[src/rtl/dbg_pkg.sv]
// Shared types for the debug step controller: FSM state encoding and mode codes.
package dbg_pkg;

    typedef enum logic [1:0] {
        IDLE = 2'd0,
        FIRE = 2'd1,
        WAIT = 2'd2
    } state_e;

    localparam logic [1:0] MODE_OFF    = 2'd0;
    localparam logic [1:0] MODE_SINGLE = 2'd1;
    localparam logic [1:0] MODE_BURST  = 2'd2;
    localparam logic [1:0] MODE_RUN    = 2'd3;

endpackage

[src/rtl/btn_debounce.sv]
// Button conditioner: 2-FF synchroniser, stability counter, and a one-cycle
// press strobe on the accepted 0->1 transition.
module btn_debounce #(
    parameter int DEBOUNCE_CYC = 50000
) (
    input  logic sysclk_i,
    input  logic reset_i,
    input  logic btn_i,
    output logic press_o
);

    localparam int            CW = $clog2(DEBOUNCE_CYC);
    localparam logic [CW-1:0] TC = CW'(DEBOUNCE_CYC - 1);

    logic          sync1_q, sync2_q;
    logic          stable_q, stable_d;
    logic [CW-1:0] cnt_q, cnt_d;

    // Any cycle that agrees with the stable level restarts the count.
    always_comb begin
        cnt_d    = '0;
        stable_d = stable_q;
        if (sync2_q != stable_q) begin
            if (cnt_q == TC) begin
                stable_d = sync2_q;
            end else begin
                cnt_d = cnt_q + 1'b1;
            end
        end
    end

    always_ff @(posedge sysclk_i) begin
        if (reset_i) begin
            sync1_q  <= 1'b0;
            sync2_q  <= 1'b0;
            stable_q <= 1'b0;
            cnt_q    <= '0;
        end else begin
            sync1_q  <= btn_i;
            sync2_q  <= sync1_q;
            stable_q <= stable_d;
            cnt_q    <= cnt_d;
        end
    end

    assign press_o = sync2_q & ~stable_q & (cnt_q == TC);

endmodule

[src/rtl/dbg_step_ctrl.sv]
// Debug step controller: debounced button launches single/burst/free-run pulse
// trains on the CPU pulse_* inputs. Event counters exist only with DBG_EVT_CNT_EN.
//
// state | meaning
// IDLE  | waiting for a press; pulse held at 0
// FIRE  | pulse = latched ch_sel for this cycle
// WAIT  | gap cycles between pulses
module dbg_step_ctrl
    import dbg_pkg::*;
#(
    parameter int NUM_CH       = 4,
    parameter int DEBOUNCE_CYC = 50000,
    parameter int BURST_W      = 8,
    parameter int GAP_W        = 16,
    parameter int CNT_W        = 16
) (
    input  logic               sysclk,
    input  logic               reset,
    input  logic               btn,
    input  logic [1:0]         mode,
    input  logic [NUM_CH-1:0]  ch_sel,
    input  logic [BURST_W-1:0] burst_len,
    input  logic [GAP_W-1:0]   gap,
    output logic [NUM_CH-1:0]  pulse,
    output logic               busy,
    input  logic               interrupt,
    input  logic               read_acc,
    input  logic               write_acc,
    input  logic               cnt_clr,
    output logic [CNT_W-1:0]   cnt_int,
    output logic [CNT_W-1:0]   cnt_rd,
    output logic [CNT_W-1:0]   cnt_wr
);

    logic press;

    btn_debounce #(
        .DEBOUNCE_CYC(DEBOUNCE_CYC)
    ) u_btn_debounce (
        .sysclk_i(sysclk),
        .reset_i (reset),
        .btn_i   (btn),
        .press_o (press)
    );

    state_e             state_q, state_d;
    logic [1:0]         mode_q, mode_d;
    logic [NUM_CH-1:0]  ch_q, ch_d;
    logic [BURST_W-1:0] rem_q, rem_d;
    logic [GAP_W-1:0]   gap_q, gap_d;
    logic [GAP_W-1:0]   gap_cnt_q, gap_cnt_d;
    logic [NUM_CH-1:0]  pulse_q, pulse_d;
    logic               abort;

    // OFF always aborts; RUN additionally stops on a press or any mode change.
    assign abort = (mode == MODE_OFF) ||
                   ((mode_q == MODE_RUN) && (press || (mode != MODE_RUN)));

    always_comb begin
        state_d   = state_q;
        mode_d    = mode_q;
        ch_d      = ch_q;
        rem_d     = rem_q;
        gap_d     = gap_q;
        gap_cnt_d = gap_cnt_q;
        pulse_d   = '0;
        case (state_q)
            IDLE: begin
                if (press && (mode != MODE_OFF) &&
                    !((mode == MODE_BURST) && (burst_len == '0))) begin
                    state_d = FIRE;
                    mode_d  = mode;
                    ch_d    = ch_sel;
                    rem_d   = burst_len;
                    gap_d   = gap;
                    pulse_d = ch_sel;
                end
            end
            FIRE: begin
                rem_d = rem_q - 1'b1;
                if (abort || (mode_q == MODE_SINGLE) ||
                    ((mode_q == MODE_BURST) && (rem_q == BURST_W'(1)))) begin
                    state_d = IDLE;
                end else if (gap_q == '0) begin
                    pulse_d = ch_q;
                end else begin
                    state_d   = WAIT;
                    gap_cnt_d = gap_q;
                end
            end
            WAIT: begin
                if (abort) begin
                    state_d = IDLE;
                end else if (gap_cnt_q == GAP_W'(1)) begin
                    state_d = FIRE;
                    pulse_d = ch_q;
                end else begin
                    gap_cnt_d = gap_cnt_q - 1'b1;
                end
            end
            default: state_d = IDLE;
        endcase
    end

    always_ff @(posedge sysclk) begin
        if (reset) begin
            state_q   <= IDLE;
            mode_q    <= MODE_OFF;
            ch_q      <= '0;
            rem_q     <= '0;
            gap_q     <= '0;
            gap_cnt_q <= '0;
            pulse_q   <= '0;
        end else begin
            state_q   <= state_d;
            mode_q    <= mode_d;
            ch_q      <= ch_d;
            rem_q     <= rem_d;
            gap_q     <= gap_d;
            gap_cnt_q <= gap_cnt_d;
            pulse_q   <= pulse_d;
        end
    end

    assign pulse = pulse_q;
    assign busy  = (state_q != IDLE);

`ifdef DBG_EVT_CNT_EN
    localparam logic [CNT_W-1:0] CNT_MAX = '1;

    logic             int_prev_q;
    logic [CNT_W-1:0] cnt_int_q, cnt_rd_q, cnt_wr_q;

    always_ff @(posedge sysclk) begin
        if (reset) begin
            int_prev_q <= 1'b0;
            cnt_int_q  <= '0;
            cnt_rd_q   <= '0;
            cnt_wr_q   <= '0;
        end else begin
            int_prev_q <= interrupt;
            if (cnt_clr) begin
                cnt_int_q <= '0;
                cnt_rd_q  <= '0;
                cnt_wr_q  <= '0;
            end else begin
                if (interrupt && !int_prev_q && (cnt_int_q != CNT_MAX)) cnt_int_q <= cnt_int_q + 1'b1;
                if (read_acc && (cnt_rd_q != CNT_MAX))  cnt_rd_q <= cnt_rd_q + 1'b1;
                if (write_acc && (cnt_wr_q != CNT_MAX)) cnt_wr_q <= cnt_wr_q + 1'b1;
            end
        end
    end

    assign cnt_int = cnt_int_q;
    assign cnt_rd  = cnt_rd_q;
    assign cnt_wr  = cnt_wr_q;
`else
    logic unused_evt;
    assign unused_evt = ^{interrupt, read_acc, write_acc, cnt_clr};
    assign cnt_int    = '0;
    assign cnt_rd     = '0;
    assign cnt_wr     = '0;
`endif

endmodule

[config.mk]
export PLATFORM = sky130hd
export DESIGN_NAME = dbg_step_ctrl
export DESIGN_NICKNAME = d
export VERILOG_FILES = /design/src/rtl/dbg_pkg.sv /design/src/rtl/btn_debounce.sv /design/src/rtl/dbg_step_ctrl.sv
export SDC_FILE = /design/constraint.sdc
export NUM_CORES = 1
export LEC_CHECK = 0
export CELL_PAD_IN_SITES_DETAIL_PLACEMENT = 0
export CELL_PAD_IN_SITES_GLOBAL_PLACEMENT = 1
export CORE_MARGIN = 1
export CORE_UTILIZATION = 49
export CTS_CLUSTER_DIAMETER = 30
export DETAILED_ROUTE_END_ITERATION = 6
export DONT_BUFFER_PORTS = 1
export GPL_ROUTABILITY_DRIVEN = 0
export PLACE_DENSITY_LB_ADDON = 0.1
export SLEW_MARGIN = 20
export SYNTH_ARGS = -nofsm -noshare
export SYNTH_HDL_FRONTEND = slang
export SYNTH_SLANG_ARGS = --single-unit
[constraint.sdc]
create_clock -name sysclk -period 6.85 [get_ports sysclk]
set_clock_uncertainty 0.05 [all_clocks]
set_input_delay 1.0275 -clock sysclk [delete_from_list [all_inputs] [get_ports sysclk]]
set_output_delay 1.0275 -clock sysclk [all_outputs]
set_load 0.02 [all_outputs]
* Yosys cells after proc, flatten, opt, wreduce, memory -nomap -nowiden
Cells that the tools add are included.
Word-level totals: input port bits 37, output and inout bits 53, logic and storage cells 79, register bits 71
Operators by class: equal/unequal tests 18, multiplexer cells 19, reduce and logical (&&, ||, !) cells 24, bitwise logic cells 4, $add $sub $neg 3
Operators by type and width (count):
- 2-to-1 mux 16 bit | 4
- case mux 16 bit (2 select lines) | 1
- 2-to-1 mux 4 bit | 5
- adder 16 x 1 -> 16 bit (second input constant) | 1
- == test 16 x 1 -> 1 bit (second input constant) | 1
- == test 16 bit (second input constant) | 1
- zero test 16 bit | 1
- case mux 8 bit (2 select lines) | 1
- subtractor 16 x 1 -> 16 bit (second input constant) | 1
- inequality test 2 bit (second input constant) | 6
- case mux 4 bit (3 select lines) | 1
- 2-to-1 mux 2 bit | 5
- == test 2 bit (second input constant) | 4
- == test 8 x 1 -> 1 bit (second input constant) | 1
- zero test 8 bit | 1
- 2-to-1 mux 8 bit | 1
- nonzero test 2 bit | 4
- subtractor 8 x 1 -> 8 bit (second input constant) | 1
- inequality test 3 bit (second input constant) | 2
- case mux 2 bit (3 select lines) | 1
- AND reduction 2 bit | 3
- logical AND 1 bit | 5
- AND reduction 5 bit | 1
- == test 2 x 1 -> 1 bit (second input constant) | 2
- other kinds (8) | 14

* Logic depth before layout (Yosys ltp)
Gate-level depths: netlist of the first run.
depth after elaboration 10, gate-level depth with buffers 10, mapped depth without buffers 8

* Hierarchy
A second synthesis of the first run with hierarchy kept.
Unflattened totals: cell total of the unflattened synthesis 486, area total of the unflattened synthesis 4002.6 um2
Modules (own cells, without submodules):
- dbg_step_ctrl | instances 1, seq. area each 1041.0 um2, cells an instance 393, area each 3163.0 um2
- btn_debounce | instances 1, seq. area each 380.4 um2, cells an instance 93, area each 839.6 um2

* Least setup slack after synthesis of the first run
OpenSTA, ideal clock, no wires.
path type input port to flip-flop, start point input burst_len[4], end point register gap_q[0], arrival 2.336 ns, path slack 4.393 ns, path buffers 2, stages on the path 7, setup time 0.072 ns, required time 6.728 ns, cells stage by stage nor4_1 a21boi_0 o211ai_1 clkbuf_1 clkbuf_1 nand2_1 a21oi_1
On the way: cells in the longest elaborated chain, start to end 5
Ends and longest elaborated chain:
- from (decl) | line dbg_step_ctrl.sv:22 | input logic [BURST_W-1:0] burst_len,
- zero test 8 bit | line dbg_step_ctrl.sv:70 | !((mode == MODE_BURST) && (burst_len == '0))) begin
- logical AND 1 bit | line dbg_step_ctrl.sv:70
- zero test 1 bit | line dbg_step_ctrl.sv:70
- logical AND 1 bit | line dbg_step_ctrl.sv:69 | if (press && (mode != MODE_OFF) &&
- AND reduction 2 bit (no line)
- to (signal assigned) | line dbg_step_ctrl.sv:119 | gap_q <= gap_d;
- to (decl) | line dbg_step_ctrl.sv:50 | logic [GAP_W-1:0] gap_q, gap_d;
No other way between the ends. A chain may end at the register's enable or synchronous reset.

* Worst setup path in the final report of the first run
start point register u_btn_debounce.cnt_q[11], end point register rem_q[2]
On the way: cells in the longest elaborated chain, start to end 6
Ends and longest elaborated chain:
- from (decl) | line btn_debounce.sv:17 | logic [CW-1:0] cnt_q, cnt_d;
- from (signal assigned) | line btn_debounce.sv:42 | cnt_q <= cnt_d;
- == test 16 bit | line btn_debounce.sv:46 | assign press_o = sync2_q & ~stable_q & (cnt_q == TC);
- AND 1 bit | line btn_debounce.sv:46
- logical AND 1 bit (2 in a row) | line dbg_step_ctrl.sv:69
- inequality test 2 bit (no line)
- AND reduction 2 bit (no line)
- to (signal assigned) | line dbg_step_ctrl.sv:118 | rem_q <= rem_d;
- to (decl) | line dbg_step_ctrl.sv:49 | logic [BURST_W-1:0] rem_q, rem_d;
No other way between the ends.

==> out/results.ini, run 1 <==
[synthesis]
avgSynthCellArea_um2=7.83
ys_types=49
async_flop_share=0
synth_compound_area_frac=0.177
synthCells=484
synthXorXnorAreaFrac=0.0324
yosys_register_bits=71
ys.flop_type=dfxtp_1
yosys.area_share.simple=0.250
seq_area_frac_synth=0.375
synth_mux_area_frac=0.0132
synth_edf_count=0
syn_area_um2=3790
synth_adder_area_share=0.0198
yosysWarnings=0
synth_top_family_by_area=simple AND/OR/NAND/NOR gates

[global_routing]
grt_overflow_total=0
antenna_found_initial=0
grt_pass1_vias=2863
grt_max_degree=57
grt_util_all_layers=0.204
grt_pass1_wl_um=13500

[clocking]
cts-root-buf=clkbuf_8
cts_setup_buffers=0
ctsResizeCount=0
h-tree-depth=3
ctsHoldBuffers=0
cts.sinks=71
cts.clk_slew.worst_paths_ns=0.08
clock_latency_ns=0.35
ctsLongestPathBuffers=2
cts_tree=done
numCtsBuffers=9

[power]
power.leakage_nw=1.38
power_density_nw_per_um2=213
peakVddDrop_mv=0.0965

[routing]
viasPerCell=5.25
drtIter0Drc=126
wirelength_um=7700
vias=3030
routedWlPerCell_um=13.3
first_pass_iters=4
antenna_left=0
drcViolationCount=0

[timing]
fin_setup_tns_ns=0
worst_slew_pin_slew_ns=0.896
fmax_mhz=344
setup_viol=0
period_needed_ns=2.91
finalHoldViolations=0
holdWs_ns=0.381
rsz0062_at_grt=no
worst_slack_ns=3.94
post-route-period-util=0.425
relSlewSlack=0.403
slew_violations=0

[die]
rows=31
die_area_um2=8090
die_y_um=89.9
die_w_um=89.9
core-area_um2=7370
ios=90
start_util=0.514

[critical_path]
cp_max_fo=31
r2r_cells=6
worstSetupPathType=reg2reg
crit_arrival_ns=3.10
critPathLaunchType=flip-flop
cp_data_required_time_ns=7.04
endpoint_kind=flip-flop

[placed_design]
placed_cell_area_um2=3640
dpl.hpwl_um=5290
preCtsSetupSlack_ns=3.85
port_buffers=0

[cells_and_area]
finalNetCount=516
finish.instance_area_um2=3860
syn2layout_area_growth_pct=1.98
layout_common_cells=78 x nand2_1, 71 x dfxtp_1, 48 x conb_1, 45 x nor2_1, 45 x a21oi_1
fin_util=0.524
final_layout_size_suffix_gt1_frac=0.0816
diodes=0
layout.cells.most_common=nand2_1

[hold_path]
hold_path.class=reg2reg
hold_depth=1

[run]
maxCapViolCount=0

[status]
outcome=complete, no violations

## stage by stage
stage,std cells,power (mW)
global route,577,0.857
detailed placement,561,0.450
global placement,561,0.450
finish,577,0.823
floorplan,531,0.475
CTS,577,0.833
## worst paths after layout
| kind | start | endpoint | slack (ns) |
|---|---|---|---|
| worst max register to register | u_btn_debounce.cnt_q[11]$_SDFF_PP0_ | rem_q[2]$_SDFFE_PP0P_ | 3.94 |
| worst min-delay path | u_btn_debounce.sync1_q$_SDFF_PP0_ | u_btn_debounce.sync2_q$_SDFF_PP0_ | 0.38 |
| worst min register to register | u_btn_debounce.sync1_q$_SDFF_PP0_ | u_btn_debounce.sync2_q$_SDFF_PP0_ | 0.38 |
| worst max-delay path | u_btn_debounce.cnt_q[11]$_SDFF_PP0_ | rem_q[2]$_SDFFE_PP0P_ | 3.94 |
## routing by layer
layer / part of all wire / vias up / wire [um] / global-route usage
li1: - / 1556 / - / -
met1: 0.49 / 1386 / 3800 / 0.271
met2: 0.44 / 76 / 3410 / 0.313
met3: 0.047 / 12 / 362 / 0.0618
met4: 0.017 / 0 / 133 / 0.0739
met5: 0 / - / 0 / 0
## critical path, cell delays in order (launching register included)
cell and delay [ns]:
dfxtp_1 0.35, or4b_2 0.74, nor4_1 0.31, o211a_1 0.80
mux2i_1 0.18, a221oi_1 0.30, nor2_1 0.07
## cells by family after synthesis
group	count (synthesis)
AND/OR/NAND/NOR	201
AO/OA/AOI/OAI	107
buffers and inverters	79
flip-flops	71
XOR/XNOR	14
adder cells (fa/ha/maj)	6
multiplexers	5
other	1
## cells in the mapped netlist, types with 6 or more instances
master    instances  area share
a21oi_2           6       0.014
o21ai_0          17       0.022
o21ai_2           6       0.014
nand3_1          14       0.018
a21oi_1          45       0.059
nand2b_1          6      0.0099
and3_1            6      0.0099
nor4_1           16       0.026
dfxtp_1          71        0.38
nand2_1          78       0.077
nor2_1           45       0.045
xor2_1            9       0.021
or4_1             6       0.012
buf_4            49       0.097
or2_2             6      0.0099
clkbuf_1         18       0.018
ha_1              6       0.020
nor3_1            8       0.011
inv_1             7      0.0069
## area by class of cell
| class | instances | area (um^2) |
|---|---|---|
| clock inverters | 6 | 90.1 |
| fillers | 761 | 3500 |
| inverters | 7 | 26.3 |
| clock buffers | 10 | 138 |
| repair buffers | 3 | 22.5 |
| multi-input cells | 381 | 2040 |
| well taps | 99 | 124 |
| flip-flops and latches | 71 | 1420 |
## report_power, final
| part | total [mW] | switching, mW | internal, mW |
|---|---|---|---|
| Clock | 0.383 | 0.166 | 0.217 |
| Sequential | 0.413 | 0.000358 | 0.413 |
| Combinational | 0.0275 | 0.0256 | 0.00190 |
| Total | 0.823 | 0.192 | 0.632 |
## flip-flops by register name, summed over array words and instances, names as in the netlist
signal / flops
pulse: 4
ch_q: 4
u_btn_debounce.sync2_q: 1
state_q: 2
gap_cnt_q: 16
u_btn_debounce.sync1_q: 1
gap_q: 16
rem_q: 8
u_btn_debounce.cnt_q: 16
u_btn_debounce.stable_q: 1
mode_q: 2
Power figures use the tool's default switching activity.
==> run 2, diff against run 1 <==
--- a/config.mk
+++ b/config.mk
@@ -8,7 +8,7 @@
 export CELL_PAD_IN_SITES_DETAIL_PLACEMENT = 0
 export CELL_PAD_IN_SITES_GLOBAL_PLACEMENT = 1
 export CORE_MARGIN = 1
-export CORE_UTILIZATION = 49
+export CORE_UTILIZATION = 46
 export CTS_CLUSTER_DIAMETER = 30
 export DETAILED_ROUTE_END_ITERATION = 6
 export DONT_BUFFER_PORTS = 1
==> constraint.sdc (replaced) <==
create_clock -name sysclk -period 2.9 [get_ports sysclk]
set_clock_uncertainty 0.05 [all_clocks]
set_input_delay 0.435 -clock sysclk [delete_from_list [all_inputs] [get_ports sysclk]]
set_output_delay 0.435 -clock sysclk [all_outputs]
set_load 0.02 [all_outputs]
==> run 2 against run 1 <==
Against the previous run:
- non-clock buffer count increased by 3
- total power increased by 140%
- die area increased by 6.4%
- via count increased by 1.8%
- sequential cell count unchanged
- sequential share of layout area decreased by 0.40 points
- fmax increased by 15%
==> out/results.ini, run 2 (same netlist as run 1, synthesis figures left out) <==
[status]
outcome=complete, no violations

[timing]
rsz0062_at_grt=no
slew_violations=0
worst_slack_ns=0.381
finalHoldViolations=0
fmax_mhz=397
setup_viol=0
fin_setup_tns_ns=0
worst_slew_pin_slew_ns=0.841
post-route-period-util=0.869
relSlewSlack=0.438
period_needed_ns=2.52

[routing]
drcViolationCount=0
first_pass_iters=4
viasPerCell=5.29
vias=3086
routedWlPerCell_um=13.6
wl_met3_um=381
antenna_left=0
met2WireLength_um=3570
dr.max_layer_used=met4
wl_met1_um=3880
drtIter0Drc=210
wirelength_um=7950

[global_routing]
grt_util_all_layers=0.199
antenna_found_initial=0
grt_overflow_total=0
grt_max_degree=57
grt_pass1_wl_um=13600
grt_pass1_vias=2844

[power]
internal-power_mw=1.52
sw_frac_of_total=0.224
clockPowerShare=0.467
power_density_nw_per_um2=500
p_seq_frac=0.500
pwr-share-comb=0.033
power.leakage_nw=1.40
netSwitchingPower_uw=438
peakVddDrop_mv=0.210

[die]
start_util=0.483
core-area_um2=7850
ios=90
rows=32
die_area_um2=8610
die_y_um=92.8
die_w_um=92.8

[critical_path]
crit_arrival_ns=2.70
cp_data_required_time_ns=3.08
worstSetupPathType=reg2reg
cp_max_fo=29
endpoint_kind=flip-flop
critPathLaunchType=flip-flop

[clocking]
cts_tree=done
numCtsBuffers=9
ctsResizeCount=0
clock_latency_ns=0.35
cts.sinks=71
cts.clk_slew.worst_paths_ns=0.08
h-tree-depth=3
ctsLongestPathBuffers=2
cts-root-buf=clkbuf_8
cts_setup_buffers=0
ctsHoldBuffers=0

[cells_and_area]
fill_cells=799
diodes=0
layout_common_cells=78 x nand2_1, 71 x dfxtp_1, 48 x conb_1, 45 x nor2_1, 45 x a21oi_1
top_regs=gap_cnt_q x16, gap_q x16, u_btn_debounce.cnt_q x16
final_layout_size_suffix_gt1_frac=0.0852
finish.instance_area_um2=3910
syn2layout_area_growth_pct=3.10
finalNetCount=519
layout.cells.most_common=nand2_1

[placed_design]
placed_cell_area_um2=3680
dpl.hpwl_um=5520
port_buffers=0
preCtsSetupSlack_ns=0.359

[hold_path]
hold_path.class=in2reg

[run]
maxCapViolCount=0

==> run 2: cell types whose count changed in the layout (fill, tap and decap cells not counted), sizes merged <==
cell,previous run,this run
buf,3,6
clkbuf,10,12
clkinv,1,0
inv,9,8
==> run 2: path summary, 6_finish.rpt <==
| kind | start | cells after the start | end | slack (ns) |
|---|---|---|---|---|
| setup / recovery | u_btn_debounce.cnt_q[11]$_SDFF_PP0_ | 7 | gap_cnt_q[12]$_SDFFE_PP0P_ | 0.38 |
| hold / removal | reset | 1 | u_btn_debounce.sync2_q$_SDFF_PP0_ | 0.1 |
| setup reg to reg | u_btn_debounce.cnt_q[11]$_SDFF_PP0_ | 7 | gap_cnt_q[12]$_SDFFE_PP0P_ | 0.38 |
| hold reg to reg | u_btn_debounce.sync1_q$_SDFF_PP0_ | 1 | u_btn_debounce.sync2_q$_SDFF_PP0_ | 0.39 |
==> run 2: metal layers <==
metal	up-vias	global-route usage
li1	1565	-
met1	1410	0.272
met2	101	0.301
met3	10	0.0460
met4	0	0.0769
met5	-	0
==> run 2: critical path, stage by stage (launching register included) <==
cell and delay [ns]:
dfxtp_1 0.36, or4b_2 0.75, nor4_1 0.41, o21ai_0 0.22, o21ai_2 0.12, buf_12 0.20
mux2i_1 0.21, o21ai_1 0.07
==> run 2: layout make-up <==
class	count	area (um^2)	share of cell area
tap	102	128	0.0327
timing repair buffer	6	57.6	0.0147
multi-input combinational	381	2040	0.523
clock buffer	12	155	0.0397
sequential	71	1420	0.364
clock inverter	4	76.3	0.0195
inverter	7	26.3	0.00672
==> run 2: power groups by stage <==
stage | Clock [mW] | Combinational, mW | Sequential (mW)
floorplan | 0 | 0.123 | 0.999
global placement | 0 | 0.0641 | 0.999
detailed placement | 0 | 0.0643 | 0.999
CTS | 0.935 | 0.0643 | 0.976
global route | 0.992 | 0.0703 | 0.977
finish | 0.912 | 0.0651 | 0.976
==> run 2: through the flow <==
stage          hold slack [ns]  power, mW   util  instances
3_3_place_gp             0.368       1.06  0.468        567
2_1_floorplan            0.364       1.12      -        531
4_1_cts                 0.0836       1.98  0.498        583
3_5_place_dp             0.374       1.06  0.468        567
6_report                0.0992       1.95  0.498        583
5_1_grt                 0.0737       2.04  0.498        583
==> run 3, diff against run 2 <==
--- a/config.mk
+++ b/config.mk
@@ -14,6 +14,7 @@
 export DONT_BUFFER_PORTS = 1
 export GPL_ROUTABILITY_DRIVEN = 0
 export PLACE_DENSITY_LB_ADDON = 0.1
+export RECOVER_POWER = 50
 export SLEW_MARGIN = 20
 export SYNTH_ARGS = -nofsm -noshare
 export SYNTH_HDL_FRONTEND = slang
==> run 3 against run 2 <==
Against the previous run:
- design area barely moved
- first-iteration DRC count did not move
- clock power barely moved
- critical endpoint is now gap_cnt_q[5]$_SDFFE_PP0P_
==> out/results.ini, run 3 (same netlist as run 1, synthesis figures left out) <==
[cells_and_area]
diodes=0
syn2layout_area_growth_pct=3.00
final_layout_size_suffix_gt1_frac=0.0832
layout_common_cells=78 x nand2_1, 71 x dfxtp_1, 48 x conb_1, 45 x nor2_1, 45 x a21oi_1
layout.cells.most_common=nand2_1
final_cells=583
finalNetCount=519
top_regs=gap_cnt_q x16, gap_q x16, u_btn_debounce.cnt_q x16

[power]
power.leakage_nw=1.40
power_density_nw_per_um2=501
peakVddDrop_mv=0.210
finalPower_mw=1.95

[timing]
fmax_mhz=397
fin_setup_tns_ns=0
worst_slack_ns=0.382
post-route-period-util=0.868
finalHoldViolations=0
setup_viol=0
slew_violations=0
period_needed_ns=2.52
rsz0062_at_grt=no
relSlewSlack=0.440
worst_slew_pin_slew_ns=0.838

[critical_path]
r2r_start=u_btn_debounce.cnt_q[11]$_SDFF_PP0_
r2r_end=gap_cnt_q[5]$_SDFFE_PP0P_
critPathLaunchType=flip-flop
r2r_cells=7
crit_arrival_ns=2.70
worstSetupPathType=reg2reg
cp_data_required_time_ns=3.08
cp_max_fo=29
r2r_setup_slack_ns=0.38
endpoint_kind=flip-flop

[clocking]
ctsLongestPathBuffers=2
cts.clk_slew.worst_paths_ns=0.08
numCtsBuffers=9
cts-root-buf=clkbuf_8
cts_setup_buffers=0
clock_latency_ns=0.35
h-tree-depth=3
cts_tree=done
cts.sinks=71
ctsResizeCount=0
ctsHoldBuffers=0

[routing]
vias=3085
drcViolationCount=0
wirelength_um=7960
antenna_left=0
first_pass_iters=4
drtIter0Drc=210
viasPerCell=5.29
routedWlPerCell_um=13.7

[die]
die_area_um2=8610
ios=90
die_y_um=92.8
start_util=0.483
die_w_um=92.8
core-area_um2=7850
rows=32

[hold_path]
hold_depth=1
min_to=u_btn_debounce.sync2_q$_SDFF_PP0_
hp-start=reset
hold_path.class=in2reg

[run]
maxCapViolCount=0

[placed_design]
port_buffers=0
preCtsSetupSlack_ns=0.359
place_inst=567
dpl.hpwl_um=5520

[status]
outcome=complete, no violations

[global_routing]
grt_overflow_total=0
grt_pass1_vias=2844
antenna_found_initial=0
grt_max_degree=57
grt_util_all_layers=0.199
grt_pass1_wl_um=13600

==> run 3: changes by cell type in the layout (fill, tap and decap cells not counted) <==
cell / before / now
buf_4: 5 / 4
clkbuf_1: 1 / 2
==> run 3: how the worst max path moves through the flow <==
stage                                                    from                          to  slack, ns  cells after the start
after global placement    u_btn_debounce.cnt_q[11]$_SDFF_PP0_   gap_cnt_q[5]$_SDFFE_PP0P_       0.44                      7
after detailed placement  u_btn_debounce.cnt_q[11]$_SDFF_PP0_   gap_cnt_q[5]$_SDFFE_PP0P_       0.36                      7
after global routing      u_btn_debounce.cnt_q[11]$_SDFF_PP0_   gap_cnt_q[4]$_SDFFE_PP0P_       0.14                      7
final                     u_btn_debounce.cnt_q[11]$_SDFF_PP0_   gap_cnt_q[5]$_SDFFE_PP0P_       0.38                      7
after CTS                 u_btn_debounce.cnt_q[11]$_SDFF_PP0_   gap_cnt_q[5]$_SDFFE_PP0P_       0.35                      7
after floorplan                         rem_q[3]$_SDFFE_PP0P_  gap_cnt_q[12]$_SDFFE_PP0P_       0.64                      7
==> run 3: critical path: stages, from the launching register on <==
cell and delay (ns):
dfxtp_1 0.36, or4b_2 0.75, nor4_1 0.41, o21ai_0 0.22
o21ai_2 0.12, buf_12 0.20, mux2i_1 0.20, o21ai_1 0.07
==> run 3: power breakdown <==
part | switching [mW] | internal, mW
clock network | 0.378 | 0.535
registers | 0.000791 | 0.976
logic | 0.0606 | 0.00453
total | 0.439 | 1.52
==> run 3: layout make-up <==
cell class | instances | area, um^2
clock buffers | 12 | 155
multi-input cells | 381 | 2040
inverters | 7 | 26.3
flip-flops and latches | 71 | 1420
well taps | 102 | 128
clock inverters | 4 | 76.3
repair buffers | 6 | 53.8
fillers | 799 | 3940
==> run 3: metrics by stage <==
step / hold slack (ns) / util / area (um^2)
floorplan: 0.364 / - / 3970
global placement: 0.368 / 0.468 / 3680
detailed placement: 0.374 / 0.468 / 3680
CTS: 0.0836 / 0.498 / 3910
global route: 0.0737 / 0.497 / 3900
finish: 0.0992 / 0.497 / 3900
==> run 3: routing by layer <==
layer  wire length [um]  share of wire  track usage  vias to the layer above
met5                  0              0            0                        -
met4                117          0.015       0.0769                        0
met3                361          0.045       0.0460                       10
met2               3560           0.45        0.301                      102
met1               3930           0.49        0.272                     1407
li1                   -              -            -                     1566
